### config.mk
export PLATFORM = sky130hd
export DESIGN_NAME = linescanner_sensor_emulator_flat
export DESIGN_NICKNAME = d
export VERILOG_FILES = /design/src/rtl/linescanner_pkg.sv /design/src/rtl/linescanner_sensor_emulator_if.sv /design/src/rtl/linescanner_readout_gen.sv /design/src/rtl/linescanner_sensor_emulator.sv /design/src/flat_wrapper.sv
export SDC_FILE = /design/constraint.sdc
export NUM_CORES = 1
export LEC_CHECK = 0
export CORE_UTILIZATION = 24
export CTS_BUF_LIST = sky130_fd_sc_hd__clkbuf_2
export CTS_CLUSTER_SIZE = 24
export DETAILED_ROUTE_END_ITERATION = 16
export PLACE_DENSITY = 0.44
export SYNTH_ARGS = -nofsm -noshare
export SYNTH_HDL_FRONTEND = slang
export SYNTH_SLANG_ARGS = --single-unit
export TNS_END_PERCENT = 30
### constraint.sdc
create_clock -name pixel_clock -period 2 [get_ports pixel_clock]
set_clock_uncertainty 0.05 [all_clocks]
set_input_delay 0.4 -clock pixel_clock [delete_from_list [all_inputs] [get_ports pixel_clock]]
set_output_delay 0.4 -clock pixel_clock [all_outputs]
set_load 0.005 [all_outputs]
### src/rtl/linescanner_pkg.sv
// Shared types and widths for the line-scan sensor emulator.
package linescanner_pkg;

    localparam int DATA_W     = 8;
    localparam int LINE_CNT_W = 16;
    localparam int PIX_W      = 16;
    localparam int ADC_CNT_W  = 8;

    typedef enum logic [1:0] {
        ADC_IDLE,
        ADC_CONVERT,
        ADC_DONE
    } adc_state_t;

    typedef enum logic {
        RD_IDLE,
        RD_ACTIVE
    } rd_state_t;

    // Test pattern: each line is a ramp offset by its line index, wrapping mod 256.
    function automatic logic [DATA_W-1:0] pixel_value(input logic [DATA_W-1:0] line_idx,
                                                      input logic [PIX_W-1:0]  pix);
        return line_idx + pix[DATA_W-1:0];
    endfunction

endpackage

### src/rtl/linescanner_sensor_emulator_if.sv
// Sensor-side control/readout signals; master = capture unit, slave = sensor.
interface linescanner_sensor_emulator_if;

    logic                             rst_cvc;
    logic                             rst_cds;
    logic                             sample;
    logic                             load_pulse;
    logic [linescanner_pkg::DATA_W-1:0] data;
    logic                             lval;
    logic                             end_adc;

    modport master (
        output rst_cvc, rst_cds, sample, load_pulse,
        input  data, lval, end_adc
    );

    modport slave (
        input  rst_cvc, rst_cds, sample, load_pulse,
        output data, lval, end_adc
    );

endinterface

### src/rtl/linescanner_readout_gen.sv
// Readout FSM: streams PIXELS_PER_LINE pattern pixels with lval after a start strobe.
module linescanner_readout_gen
    import linescanner_pkg::*;
#(
    parameter int PIXELS_PER_LINE = 1024
) (
    input  logic              pixel_clock,
    input  logic              reset,
    input  logic              start,
    input  logic [DATA_W-1:0] line_idx,
    output logic [DATA_W-1:0] data,
    output logic              lval,
    output logic              busy
);

    localparam logic [PIX_W-1:0] LAST_PIX = PIX_W'(PIXELS_PER_LINE - 1);

    rd_state_t         state;
    rd_state_t         state_next;
    logic [PIX_W-1:0]  pix;
    logic [DATA_W-1:0] idx;
    logic              last_pix;

    assign last_pix = (pix == LAST_PIX);

    always_ff @(posedge pixel_clock) begin
        if (reset) begin
            state <= RD_IDLE;
        end else begin
            state <= state_next;
        end
    end

    // Line index is captured once at start so a later line_count change cannot corrupt the line.
    always_ff @(posedge pixel_clock) begin
        if (reset) begin
            pix <= '0;
            idx <= '0;
        end else if (state == RD_IDLE) begin
            pix <= '0;
            if (start) begin
                idx <= line_idx;
            end
        end else begin
            pix <= pix + PIX_W'(1);
        end
    end

    always_comb begin
        state_next = state;
        case (state)
            RD_IDLE:   if (start)    state_next = RD_ACTIVE;
            RD_ACTIVE: if (last_pix) state_next = RD_IDLE;
            default:                 state_next = RD_IDLE;
        endcase
    end

    always_comb begin
        busy = (state == RD_ACTIVE);
        lval = busy;
        data = busy ? pixel_value(idx, pix) : '0;
    end

endmodule

### src/rtl/linescanner_sensor_emulator.sv
// Line-scan sensor emulator: sample edge detect, ADC timing FSM, line counter, readout.
// Optional LINESCAN_EMU_PROTO_CHECK_EN enables the sticky protocol_error detector.
module linescanner_sensor_emulator
    import linescanner_pkg::*;
#(
    parameter int PIXELS_PER_LINE = 1024,
    parameter int ADC_CYCLES      = 16
) (
    input  logic                          pixel_clock,
    input  logic                          reset,
    input  logic                          enable,
    linescanner_sensor_emulator_if.slave  sensor,
    output logic [LINE_CNT_W-1:0]         line_count,
    output logic                          protocol_error
);

    localparam logic [ADC_CNT_W-1:0] ADC_LAST = ADC_CNT_W'(ADC_CYCLES - 1);

    adc_state_t           adc_state;
    adc_state_t           adc_next;
    logic [ADC_CNT_W-1:0] adc_count;
    logic                 sample_q;
    logic                 load_q;
    logic                 trigger;
    logic                 load_rise;
    logic                 load_accept;
    logic                 rd_busy;

    always_ff @(posedge pixel_clock) begin
        if (reset) begin
            sample_q <= 1'b0;
            load_q   <= 1'b0;
        end else begin
            sample_q <= sensor.sample;
            load_q   <= sensor.load_pulse;
        end
    end

    // Only the first cycle of a load pulse can be accepted; held-high cycles are ignored.
    always_comb begin
        trigger     = sample_q & ~sensor.sample & ~sensor.rst_cvc & ~sensor.rst_cds;
        load_rise   = sensor.load_pulse & ~load_q;
        load_accept = load_rise & (adc_state == ADC_DONE) & ~rd_busy;
    end

    always_ff @(posedge pixel_clock) begin
        if (reset) begin
            adc_state <= ADC_IDLE;
        end else begin
            adc_state <= adc_next;
        end
    end

    always_ff @(posedge pixel_clock) begin
        if (reset) begin
            adc_count <= '0;
        end else if (adc_state == ADC_CONVERT) begin
            adc_count <= adc_count + ADC_CNT_W'(1);
        end else begin
            adc_count <= '0;
        end
    end

    always_comb begin
        adc_next = adc_state;
        case (adc_state)
            ADC_IDLE:    if (trigger && enable)       adc_next = ADC_CONVERT;
            ADC_CONVERT: if (adc_count == ADC_LAST)   adc_next = ADC_DONE;
            ADC_DONE:    if (load_accept)             adc_next = ADC_IDLE;
            default:                                  adc_next = ADC_IDLE;
        endcase
    end

    always_comb begin
        sensor.end_adc = (adc_state == ADC_DONE);
    end

    always_ff @(posedge pixel_clock) begin
        if (reset) begin
            line_count <= '0;
        end else if (load_accept) begin
            line_count <= line_count + LINE_CNT_W'(1);
        end
    end

    linescanner_readout_gen #(
        .PIXELS_PER_LINE (PIXELS_PER_LINE)
    ) readout (
        .pixel_clock (pixel_clock),
        .reset       (reset),
        .start       (load_accept),
        .line_idx    (line_count[DATA_W-1:0]),
        .data        (sensor.data),
        .lval        (sensor.lval),
        .busy        (rd_busy)
    );

`ifdef LINESCAN_EMU_PROTO_CHECK_EN
    logic violation;

    always_comb begin
        violation = (trigger && (adc_state != ADC_IDLE))
                 || (load_rise && (adc_state != ADC_DONE))
                 || (load_rise && (adc_state == ADC_DONE) && rd_busy)
                 || (sensor.load_pulse && load_q);
    end

    always_ff @(posedge pixel_clock) begin
        if (reset) begin
            protocol_error <= 1'b0;
        end else if (violation) begin
            protocol_error <= 1'b1;
        end
    end
`else
    assign protocol_error = 1'b0;
`endif

endmodule

### src/flat_wrapper.sv
// flat-port wrapper written by rule: the top's interface ports become plain ports
module linescanner_sensor_emulator_flat import linescanner_pkg::*;
#(
    parameter int PIXELS_PER_LINE = 1024,
    parameter int ADC_CYCLES      = 16
)
  (pixel_clock, reset, enable, line_count, protocol_error, sensor_rst_cvc, sensor_rst_cds, sensor_sample, sensor_load_pulse, sensor_data, sensor_lval, sensor_end_adc);
  linescanner_sensor_emulator_if sensor_i ();
  input  logic pixel_clock;
  input  logic reset;
  input  logic enable;
  output logic [LINE_CNT_W-1:0] line_count;
  output logic protocol_error;
  input wire logic [$bits(sensor_i.rst_cvc)-1:0] sensor_rst_cvc;
  input wire logic [$bits(sensor_i.rst_cds)-1:0] sensor_rst_cds;
  input wire logic [$bits(sensor_i.sample)-1:0] sensor_sample;
  input wire logic [$bits(sensor_i.load_pulse)-1:0] sensor_load_pulse;
  output wire logic [$bits(sensor_i.data)-1:0] sensor_data;
  output wire logic [$bits(sensor_i.lval)-1:0] sensor_lval;
  output wire logic [$bits(sensor_i.end_adc)-1:0] sensor_end_adc;
  assign sensor_i.rst_cvc = sensor_rst_cvc;
  assign sensor_i.rst_cds = sensor_rst_cds;
  assign sensor_i.sample = sensor_sample;
  assign sensor_i.load_pulse = sensor_load_pulse;
  assign sensor_data = sensor_i.data;
  assign sensor_lval = sensor_i.lval;
  assign sensor_end_adc = sensor_i.end_adc;
  linescanner_sensor_emulator #(.PIXELS_PER_LINE(PIXELS_PER_LINE), .ADC_CYCLES(ADC_CYCLES)) u_core (.pixel_clock(pixel_clock), .reset(reset), .enable(enable), .sensor(sensor_i), .line_count(line_count), .protocol_error(protocol_error));
endmodule
==> results.ini, run 1 <==
[die]
die_w_um = 108
core-area_sq_um = 10900
io_pins = 34
initial_core_util_pct = 24.7
die_h_um = 108
std_cell_rows = 38
die_area_sq_um = 11600

[logic_synthesis]
ys_seq_area_share_pct = 39.5
synthCells = 303
yosys-top-cells-area = dfxtp_1 40%, xnor2_1 5.5%, nor2_1 5.5%
synth.largest_area_cell = dfxtp_1
ys_async_sr_fraction_pct = 0
yosys_warnings = 0
synth_area_per_cell_sq_um = 8.86
synthesis.area_sq_um = 2690
yosys.area.top_type_share_pct = 39.5
synth_edf_count = 0
ys.flop_type = dfxtp_1
syn_nets = 321
ys_types = 54
ys_ff_latch = 53

[grt]
busiest_layer = met2
grt_overflow_total = 0
antenna_found_initial = 1
grt_use_total_pct = 11.6
grt_pass1_vias = 2276
use_met2_pct = 19.3
grt_use_met3_pct = 2.91
grt_pass1_wl_um = 10600
use_met1_pct = 14.6
grt_max_degree = 38

[finish]
regArea_sq_um = 1080
areaGrowthSynthToFinish_pct = 32.6
layout-drive-gt1-share_pct = 26.8
layout_commonest_cell = buf_4
fill_cells = 1148
final_cells = 518
nNetsFinal = 394
mostFrequentLayoutCells = 41 x buf_4, 39 x nor2_1, 37 x nand2_1, 37 x dfxtp_1, 21 x clkdlybuf4s50_1
final_core_util_pct = 32.7
multi_input_area_sq_um = 1590

[run_status]
outcome = complete, but fails checks
violations = setup timing

[placed_design]
port_buffers = 32
finalWeightedCongestion = 0.782
dp_slack_ns = -0.533
dp_cells = 505
hpwl_um = 4470

[clock_tree]
cts_tree = built
htree_levels = 2
clk_path_buf_depth = 2
clock_latency_ns = 0.43
cts_root_buf = clkbuf_2
clkTransAtPathRegs_ns = 0.25
clock-sinks = 53
numCtsBuffers = 5

[sta]
holdWs_ns = 0.407
finalMaxSlewViolations = 0
fmax_mhz = 408
finalSetupViolCount = 8
fin_tns_setup_ns = -2.52
fin_crit_sh_pct = 122
hold_viol = 0
rsz0062_at_grt = yes
fin_ws_ns = -0.449
period_needed_ns = 2.45

[worst_setup_path]
end_kind = primary output
crit_type = flop to primary output
ff2ff_path_depth = 6
critical_path.max_fanout = 2
crit_required_ns = 1.55
critPathArrivalTime_ns = 2.00
critPathLaunchType = flop

[power]
power_leakage_nw = 1.39
ir_drop_mv = 0.231
power_density_nw_per_um2 = 427

[drt]
drt-initial-drc-count = 53
wire_per_inst_um = 11.9
first_pass_iters = 4
drc = 0
finalWirelength_um = 6160
drtAntennaViolNets = 0
route.vias.total = 2252
avgViaCountPerCell = 4.35

[flow_run]
drv_cap = 0

[min_path]
min_path_cells = 1
hold_class = flop to flop

==> state kept, by name, indices dropped and copies added (netlist names) <==
name / flops
u_core.readout.idx: 8
u_core.line_count: 16
u_core.readout.busy: 1
u_core.readout.pix: 16
u_core.sample_q: 1
u_core.load_q: 1
u_core.adc_count: 8
u_core.adc_state: 2
==> synth_stat cells, types with 2 or more instances <==
master / n
a211oi_1: 4
a21oi_1: 19
a31o_2: 2
and2_1: 4
and2b_2: 2
and3_1: 5
buf_2: 2
buf_6: 2
clkbuf_1: 3
dfxtp_1: 53
ha_1: 10
inv_1: 6
mux2_1: 2
mux2_2: 2
mux2i_1: 4
nand2_1: 37
nand2b_1: 5
nand3_1: 7
nand4_1: 9
nand4b_1: 2
nor2_1: 39
nor2b_1: 6
nor3_1: 7
nor4_1: 6
nor4_4: 2
nor4b_1: 2
o21a_1: 2
o21ai_0: 5
or2_2: 2
or3_1: 4
xnor2_1: 17
xor2_1: 9
==> through the flow <==
step | instance area [sq um] | total power (W)
final | 3560 | 0.00152
after global routing | 3560 | 0.00160
after CTS | 3520 | 0.00156
after detailed placement | 3430 | 0.00112
after global placement | 3430 | 0.00112
after floorplan | 2690 | 0.00111
==> critical path, cell delays in order (launching register included) <==
cell	delay [ns]
dfxtp_2	0.39
ha_4	0.23
a211o_1	0.29
a21oi_2	0.18
mux2i_1	0.09
a311o_1	0.27
buf_2	0.13
==> metal layers <==
metal,share of wire [%],wire length [um]
met1,48,2980
met2,46,2850
met3,3.7,230
met4,1.6,97
met5,0,0
==> report_power, final <==
group	internal [W]	total, W	switching (W)	leakage (nW)
Combinational	0.0000193	0.0000373	0.0000180	0.923
Clock	0.0000880	0.000419	0.000331	0.0327
Sequential	0.00106	0.00106	0.00000278	0.436
==> final timing paths <==
check | start | end | slack [ns]
worst max register to register | u_core.readout.busy | u_core.line_count[14] | 0.10
worst min register to register | u_core.adc_count[0] | u_core.adc_count[0] | 0.41
worst min-delay path | u_core.adc_count[0] | u_core.adc_count[0] | 0.41
worst max-delay path | u_core.readout.idx[1] | sensor_data[5] | -0.45
==> area by class of cell <==
cell class                      instances  area share, %
Antenna cell                            1         0.0703
Clock buffer                            6          0.844
Clock inverter                          2          0.281
Inverter                                7          0.738
Multi-Input combinational cell        234           44.7
Sequential cell                        53           30.4
Tap cell                              140           4.92
Timing Repair Buffer                   75           18.0
==> repair_timing <==
| action | CTS | global route |
|---|---|---|
| endpoints found under the setup margin | 10 | 16 |
| setup buffers | 2 | 2 |
| gates resized for setup | 46 | 16 |
| pin swaps | 7 | 6 |
| hold buffers | 0 | 0 |
==> logic make-up (layout without fill, tap and decap cells) <==
logic type | count (synthesis) | after routing | share of synthesized area (%)
multiplexers | 9 | 9 | 3.73
flip-flops | 53 | 53 | 39.5
adder cells (fa/ha/maj) | 11 | 11 | 5.41
AO/OA/AOI/OAI | 39 | 39 | 9.32
other | 1 | 2 | 0.140
XOR/XNOR | 26 | 26 | 8.48
AND/OR/NAND/NOR | 148 | 148 | 30.0
buffers and inverters | 16 | 90 | 3.40
No activity file was read; power rests on OpenSTA's default activity.
==> run 2, diff against run 1 <==
--- a/config.mk
+++ b/config.mk
@@ -5,6 +5,7 @@
 export SDC_FILE = /design/constraint.sdc
 export NUM_CORES = 1
 export LEC_CHECK = 0
+export CORE_ASPECT_RATIO = 1.25
 export CORE_UTILIZATION = 24
 export CTS_BUF_LIST = sky130_fd_sc_hd__clkbuf_2
 export CTS_CLUSTER_SIZE = 24
==> run 2 against run 1 <==
Against the previous run:
- the run still ends with setup timing left
- sequential share of layout area increased by 0.15 points
- core utilization increased by 0.43 points
- worst hold slack improved by 0.010 ns
==> results.ini, run 2 (synthesis results as in run 1) <==
[drt]
finalWirelength_um = 6410  ; +4.1%
wire_per_inst_um = 12.6  ; +5.9%
avgViaCountPerCell = 4.50  ; +3.6%
route.vias.total = 2293  ; +1.8%
drc = 0  ; unchanged
drt-initial-drc-count = 49  ; -7.5%
drtAntennaViolNets = 0  ; unchanged
first_pass_iters = 4  ; unchanged

[flow_run]
drv_cap = 0  ; unchanged

[sta]
fin_tns_setup_ns = -2.70  ; -0.182 ns
fmax_mhz = 386  ; -5.4%
fin_crit_sh_pct = 129  ; +7.0 points
finalMaxSlewViolations = 0  ; unchanged
hold_viol = 0  ; unchanged
finalSetupViolCount = 8  ; unchanged
fin_ws_ns = -0.589  ; -0.140 ns
period_needed_ns = 2.59  ; +0.140 ns
rsz0062_at_grt = yes

[grt]
grt_max_degree = 38  ; unchanged
grt_pass1_wl_um = 10700  ; +0.25%
grt_pass1_vias = 2202  ; -3.3%
grt_overflow_total = 0  ; unchanged
grt_use_total_pct = 11.4  ; -0.21 points
antenna_found_initial = 0  ; -1

[clock_tree]
clock_latency_ns = 0.45  ; +0.02 ns
clk_path_buf_depth = 2  ; unchanged
cts_hold_buffers = 0  ; unchanged
clkTransAtPathRegs_ns = 0.28  ; +0.03 ns
cts_root_buf = clkbuf_2
cts_tree = built
numCtsBuffers = 5  ; unchanged
htree_levels = 2  ; unchanged
clock-sinks = 53  ; unchanged

[placed_design]
hpwl_um = 4770  ; +6.5%
finalWeightedCongestion = 0.744  ; -4.8%
port_buffers = 32  ; unchanged
dp_cells = 499  ; -1.2%

[worst_setup_path]
end_kind = primary output
crit_type = flop to primary output
crit_path_max_incr_delay_ns = 0.40  ; about the same
path_cells = ha_4, a211o_1, a21oi_2, buf_4, mux2i_1, a311o_1, buf_2
critPathArrivalTime_ns = 2.14  ; +0.14 ns
crit_required_ns = 1.55  ; about the same
critical_path.max_fanout = 2  ; unchanged
crit_slowest_cell = dfxtp_2
critPathLaunchType = flop

[run_status]
outcome = complete, but fails checks
violations = setup timing

[finish]
areaGrowthSynthToFinish_pct = 32.2
layout-drive-gt1-share_pct = 26.8  ; unchanged
top_regs = u_core.line_count x16, u_core.readout.pix x16
nNetsFinal = 394  ; unchanged
mostFrequentLayoutCells = 39 x nor2_1, 39 x buf_4, 37 x nand2_1, 33 x dfxtp_1, 21 x clkdlybuf4s50_1
final_cells = 509  ; -1.7%
diodes = 0  ; -1
fill_cells = 1164  ; +1.4%

[die]
die_h_um = 120  ; +12%
std_cell_rows = 42  ; +11%
initial_core_util_pct = 25.0  ; +0.39 points
die_w_um = 96.6  ; -10%
die_area_sq_um = 11600  ; about the same
io_pins = 34  ; unchanged
core-area_sq_um = 10700  ; -1.5%

[power]
ir_drop_mv = 0.261  ; +13%
power_leakage_nw = 1.38  ; -0.66%
power_density_nw_per_um2 = 434  ; +1.6%

[min_path]
hold_class = flop to flop

## run 2: cell count changes in the layout (fill, tap and decap cells not counted), sizes merged
cell,before,now
clkbuf,6,5
buf,50,49
inv,6,7
diode,1,0
clkdlybuf4s15,0,2
dlygate4sd2,1,0
## run 2: worst max-delay path, delay by kind of cell, from the launching register on
family / cells / cell delay (ns)
flops: 1 / 0.40
buf+inv: 2 / 0.26
mux: 1 / 0.06
fa+ha+maj: 1 / 0.23
compound gates: 3 / 0.73
## run 2: layout make-up
cell class	count	area [sq um]	area share, %
flip-flops and latches	53	1090	30.6
well taps	132	165	4.65
repair buffers	75	644	18.1
multi-input cells	234	1590	44.7
clock buffers	5	25.0	0.705
clock inverters	3	16.3	0.458
inverters	7	26.3	0.740
## run 2: report_power, final
group          leakage, nW  internal (W)  switching, W
clock               0.0284     0.0000837      0.000353
sequential           0.438       0.00106    0.00000305
combinational        0.916     0.0000193     0.0000190
## run 2: worst paths after layout
check                         from               endpoint  slack (ns)  cells past startpoint
max          u_core.readout.idx[1]         sensor_data[5]       -0.59                      7
min reg2reg    u_core.adc_count[0]    u_core.adc_count[0]        0.42                      1
max reg2reg    u_core.readout.busy  u_core.line_count[11]        0.18                      6
min            u_core.adc_count[0]    u_core.adc_count[0]        0.42                      1
## run 2: per-stage QoR
step                util, %  setup WS (ns)  area (sq um)  total power (W)  hold WS (ns)
finish                 33.1         -0.589          3550          0.00154         0.417
global route           33.1         -0.696          3550          0.00161         0.440
CTS                    32.7         -0.675          3500          0.00157         0.419
detailed placement     32.0         -0.533          3430          0.00112         0.386
global placement       32.0         -0.527          3430          0.00112         0.379
floorplan                 -        0.00579          2690          0.00111         0.363
## run 2: metal layers
| layer | routed length (um) | GRT usage [%] | part of all wire (%) |
|---|---|---|---|
| met5 | 0 | 0 | 0 |
| met1 | 2950 | 13.8 | 46 |
| met3 | 216 | 2.43 | 3.4 |
| met4 | 106 | 4.01 | 1.7 |
| met2 | 3140 | 19.9 | 49 |
## run 2: what timing repair did
item	4_1_cts	5_1_grt
pin swaps	7	4
setup buffers	1	1
resized for setup	40	25
hold endpoints to repair	0	0
endpoints found under the setup margin	10	19
==> run 3, diff against run 2 <==
--- a/config.mk
+++ b/config.mk
@@ -8,6 +8,7 @@
 export CORE_ASPECT_RATIO = 1.25
 export CORE_UTILIZATION = 24
 export CTS_BUF_LIST = sky130_fd_sc_hd__clkbuf_2
+export CTS_CLUSTER_DIAMETER = 80
 export CTS_CLUSTER_SIZE = 24
 export DETAILED_ROUTE_END_ITERATION = 16
 export PLACE_DENSITY = 0.44
==> results of run 3 <==
Same layout as run 2: the final DEF is identical, and so are final timing and power.
